<file path="src/rtl/riscv_tag_exc_ctrl.sv">
// rtl/riscv_tag_exc_ctrl.sv - DIFT tag-check violation controller with trap handshake
module riscv_tag_exc_ctrl #(
    parameter int NUM_SRC   = 4,
    parameter int CNT_WIDTH = 16
) (
    input  logic                       clk,
    input  logic                       rst_n,
    input  logic                       dift_en_i,
    input  logic [NUM_SRC-1:0]         src_exc_i,
    input  logic [31:0]                src_pc_i,
    output logic                       exc_req_o,
    input  logic                       exc_ack_i,
    output logic [$clog2(NUM_SRC)-1:0] exc_cause_o,
    output logic [31:0]                exc_pc_o,
    output logic                       status_valid_o,
    output logic                       missed_o,
    input  logic                       clear_i,
    output logic [CNT_WIDTH-1:0]       viol_cnt_o
);

    localparam int CW = $clog2(NUM_SRC);

    typedef enum logic [1:0] {
        IDLE = 2'd0,
        REQ  = 2'd1,
        HELD = 2'd2
    } state_t;

    state_t            state, state_nxt;
    logic              hit;
    logic [CW-1:0]     sel;
    logic              capture;
    logic              valid_nxt;
    logic              missed_nxt;

    assign hit = dift_en_i & (|src_exc_i);

    // Lowest asserted index wins; scan downward so the last assignment is the lowest.
    always_comb begin
        sel = '0;
        for (int i = NUM_SRC - 1; i >= 0; i--) begin
            if (src_exc_i[i]) begin
                sel = CW'(i);
            end
        end
    end

    always_comb begin
        state_nxt  = state;
        capture    = 1'b0;
        valid_nxt  = status_valid_o;
        missed_nxt = missed_o;
        case (state)
            IDLE: begin
                if (clear_i) begin
                    missed_nxt = 1'b0;
                end
                if (hit) begin
                    capture   = 1'b1;
                    valid_nxt = 1'b1;
                    state_nxt = REQ;
                end
            end
            REQ: begin
                if (hit) begin
                    missed_nxt = 1'b1;
                end
                if (exc_ack_i) begin
                    state_nxt = HELD;
                end
            end
            HELD: begin
                if (clear_i) begin
                    // Clear takes effect first, so a same-cycle hit starts a fresh capture.
                    valid_nxt  = 1'b0;
                    missed_nxt = 1'b0;
                    state_nxt  = IDLE;
                    if (hit) begin
                        capture   = 1'b1;
                        valid_nxt = 1'b1;
                        state_nxt = REQ;
                    end
                end else if (hit) begin
                    missed_nxt = 1'b1;
                end
            end
            default: begin
                state_nxt = IDLE;
            end
        endcase
    end

    always_ff @(posedge clk) begin
        if (!rst_n) begin
            state          <= IDLE;
            exc_req_o      <= 1'b0;
            exc_cause_o    <= '0;
            exc_pc_o       <= '0;
            status_valid_o <= 1'b0;
            missed_o       <= 1'b0;
        end else begin
            state          <= state_nxt;
            exc_req_o      <= (state_nxt == REQ);
            status_valid_o <= valid_nxt;
            missed_o       <= missed_nxt;
            if (capture) begin
                exc_cause_o <= sel;
                exc_pc_o    <= src_pc_i;
            end
        end
    end

    always_ff @(posedge clk) begin
        if (!rst_n) begin
            viol_cnt_o <= '0;
        end else if (hit && (viol_cnt_o != {CNT_WIDTH{1'b1}})) begin
            viol_cnt_o <= viol_cnt_o + 1'b1;
        end
    end

endmodule

</file>
<file path="config.mk">
export PLATFORM = sky130hd
export DESIGN_NAME = riscv_tag_exc_ctrl
export DESIGN_NICKNAME = d
export VERILOG_FILES = /design/src/rtl/riscv_tag_exc_ctrl.sv
export SDC_FILE = /design/constraint.sdc
export NUM_CORES = 1
export LEC_CHECK = 0
export BUFFER_PORTS_ARGS = -buffer_cell sky130_fd_sc_hd__buf_2
export CAP_MARGIN = 30
export CORE_AREA = 8 8 79 81
export CTS_CLUSTER_SIZE = 40
export DETAILED_ROUTE_END_ITERATION = 7
export DIE_AREA = 0 0 87 89
export PLACE_DENSITY = 0.78
export SYNTH_ARGS = -nofsm -noshare
export SYNTH_HDL_FRONTEND = slang
export SYNTH_SLANG_ARGS = --single-unit
</file>
<file path="constraint.sdc">
create_clock -name clk -period 2.7 [get_ports clk]
set_input_delay 0.81 -clock clk [delete_from_list [all_inputs] [get_ports clk]]
set_output_delay 0.81 -clock clk [all_outputs]
set_load 0.01 [all_outputs]
</file>
==> results_dict.tcl <==
set metrics [dict create \
    r2r.worst_path.cells 4 \
    fin_total_pwr_mw 1.60 \
    stdcell_area_mm2 0.00295 \
    core_area_mm2 0.00498 \
    powerDensity_mw_per_mm2 542 \
    cts.sinks 55 \
    n_antenna_cell 0 \
    grt_max_degree 34 \
    ys_warn_count 0 \
    critPathMaxFanout 6 \
    wl_um 6210 \
    setup_viol 0 \
    layout.nets 421 \
    rsz0062_at_grt "false" \
    switching_share_pct 27.7 \
    root_buffer "clkbuf_8" \
    start_util_pct 45.9 \
    dp_hpwl_um 4710 \
    place_congestion 0.902 \
    synth_top_cell_by_area "dfxtp_1" \
    clock_latency_ns 0.30 \
    finalWorstSetupSlack_ns 0.487 \
    synth_top_area_share_pct 48.2 \
    synthesis.area_mm2 0.00229 \
    relSlewSlack_pct 40.1 \
    numCtsBuffers 5 \
    seq_power_share_pct 55.2 \
    maxCapViolations 0 \
    leakage_nw 1.35 \
    postPlaceCellArea_mm2 0.00286 \
    ctsHoldBuffers 0 \
    row_count 26 \
    ant_nets 0 \
    io_buffers 93 \
    drt_iter0_drc 110 \
    ys_types 39 \
    synth_edf_count 0 \
    cp-start-kind "input port" \
    post-place-ws_ns 0.255 \
    drive_gt1_share_pct 29.9 \
    synth_top_cells_by_area "dfxtp_1 (48%), nand2_1 (11%), a21oi_1 (11%), ha_1 (3.3%), o21ai_0 (2.0%)" \
    grt_overflow 0 \
    cts_max_level 2 \
    whs_path_depth 2 \
    firstDrtPassIters 4 \
    ir_worst_vdd_mv 0.376 \
    status "finished, final reports clean" \
    die-area_mm2 0.00774 \
    path_class "input port to flip-flop" \
    internal_power_mw 1.15 \
    area_growth_pct 28.9 \
    end_kind "flip-flop" \
    clk_path_buf_depth 2 \
    skew_ns 0.00998 \
    die_y_um 89 \
    max_freq_mhz 452 \
    grt_pass1_wl_um 9990 \
    min_period_ns 2.21 \
    totalNegativeSetupSlack_ns 0 \
    path_clk_slew_ns 0.10 \
    hold_path_class "flip-flop to flip-flop" \
    yosysSeqAreaShare_pct 48.2 \
    synthCells 278 \
    critPathRequiredTime_ns 2.93 \
    final-hold-violation-count 0 \
    grt_usage_pct 15.8 \
    drc_errors 0 \
    slew_viol_final 0 \
    via_count 2266 \
    fin_crit_sh_pct 81.9 \
    p_clk_share_pct 28.1 \
    antenna_found_initial 0 \
    vias_per_cell 5.09 \
    ios 94 \
    ys_ff_latch 55 \
    grt_pass1_vias 2158 \
    cts_tree "done" \
    wl_per_cell_um 14.0 \
    synth_ff_type "dfxtp_1" \
    synthesis.nets 325 \
    worstMarginPinSlew_ns 0.887 \
    arrival_ns 2.45 \
    avgSynthCellArea_um2 8.22 \
    postCtsSetupBuffers 0 \
    p_comb_share_pct 16.7 \
    async_flop_share_pct 0 \
    cts-resized-gates 0 \
    holdWs_ns 0.456 \
    die_w_um 87 \
    p_sw_uw 443 \
]
==> state kept, by name, summed over array words and instances (netlist names) <==
| name | cells |
|---|---|
| viol_cnt_o | 16 |
| exc_req_o | 1 |
| status_valid_o | 1 |
| exc_cause_o | 2 |
| state | 2 |
| missed_o | 1 |
| exc_pc_o | 32 |
==> path summary, 6_finish.rpt <==
check	from	endpoint	slack, ns
worst max-delay path	src_exc_i[0]	viol_cnt_o[14]	0.49
worst min-delay path	exc_pc_o[7]	exc_pc_o[7]	0.46
worst max register to register	viol_cnt_o[2]	viol_cnt_o[13]	0.73
worst min register to register	exc_pc_o[7]	exc_pc_o[7]	0.46
==> cell usage in the layout (no fill, tap or decap), drive strengths merged <==
master / n
buf: 102
nand2: 69
dfxtp: 55
a21oi: 50
o21ai: 9
inv: 8
nand3: 7
ha: 6
nand4: 6
clkbuf: 6
nor2: 5
o31ai: 5
or3: 5
or4: 5
nor3: 4
and3: 3
nor4: 3
clkinv: 3
a21o: 2
o211a: 2
o21a: 2
nor2b: 2
a211oi: 2
o41ai: 2
a211o: 1
nand4b: 1
o41a: 1
o31a: 1
xor2: 1
and3b: 1
nand3b: 1
nand2b: 1
o211ai: 1
o21bai: 1
o311a: 1
and4b: 1
==> per-layer routing <==
layer  wire length, µm  share of wire (%)  up-vias  global-route usage (%)
li1                  -                  -     1166                       -
met1              2580                 42     1034                    17.4
met2              3170                 51       59                    28.5
met3               350                5.6        7                    3.40
met4               106                1.7        0                    7.04
met5                 0                  0        -                       0
==> through the flow <==
stage	std cells	util, %
2_1_floorplan	278	-
3_3_place_gp	436	57.2
3_5_place_dp	437	57.4
4_1_cts	445	59.2
5_1_grt	445	59.2
6_report	445	59.2
==> synthesized netlist by cell type, types with 2 or more instances <==
cell type	number
nor3_1	4
o31ai_1	5
nor2_1	5
nand3_1	7
nand2_1	69
or4_1	4
a21o_1	2
ha_1	6
clkbuf_1	12
o21a_1	2
a21oi_1	50
o211a_1	2
dfxtp_1	55
o21ai_0	9
nand4_1	5
nor4_1	3
or3_1	5
nor2b_1	2
inv_1	8
and3_1	3
a211oi_1	2
==> power by group through the flow <==
stage	registers, mW	clock network, mW	logic [mW]
detailed placement	0.901	0	0.269
global route	0.889	0.496	0.298
finish	0.882	0.449	0.266
CTS	0.882	0.473	0.269
floorplan	0.925	0	0.122
global placement	0.899	0	0.263
==> cells by family after synthesis <==
kind of cell | after synthesis | synth area share, %
xor gates and xnor gates | 1 | 0.383
AOI/OAI and AO/OA | 80 | 20.9
and+or+nand+nor | 114 | 23.6
adders and majority gates | 6 | 3.28
buffers and inverters | 22 | 3.67
DFF | 55 | 48.2
==> worst max-delay path, cell delays in order <==
cell and delay [ns]:
buf_2 0.12, o41ai_1 0.83, nor3_1 0.27, and4b_1 0.26
nor3_1 0.15
==> layout make-up <==
| type | count | area, µm² |
|---|---|---|
| fill | 470 | 2030 |
| sequential | 55 | 1100 |
| multi-input combinational | 201 | 1100 |
| timing repair buffer | 102 | 533 |
| tap | 70 | 87.6 |
| clock buffer | 6 | 72.6 |
| inverter | 9 | 33.8 |
| clock inverter | 2 | 17.5 |
(Power assumes the default switching activity.)
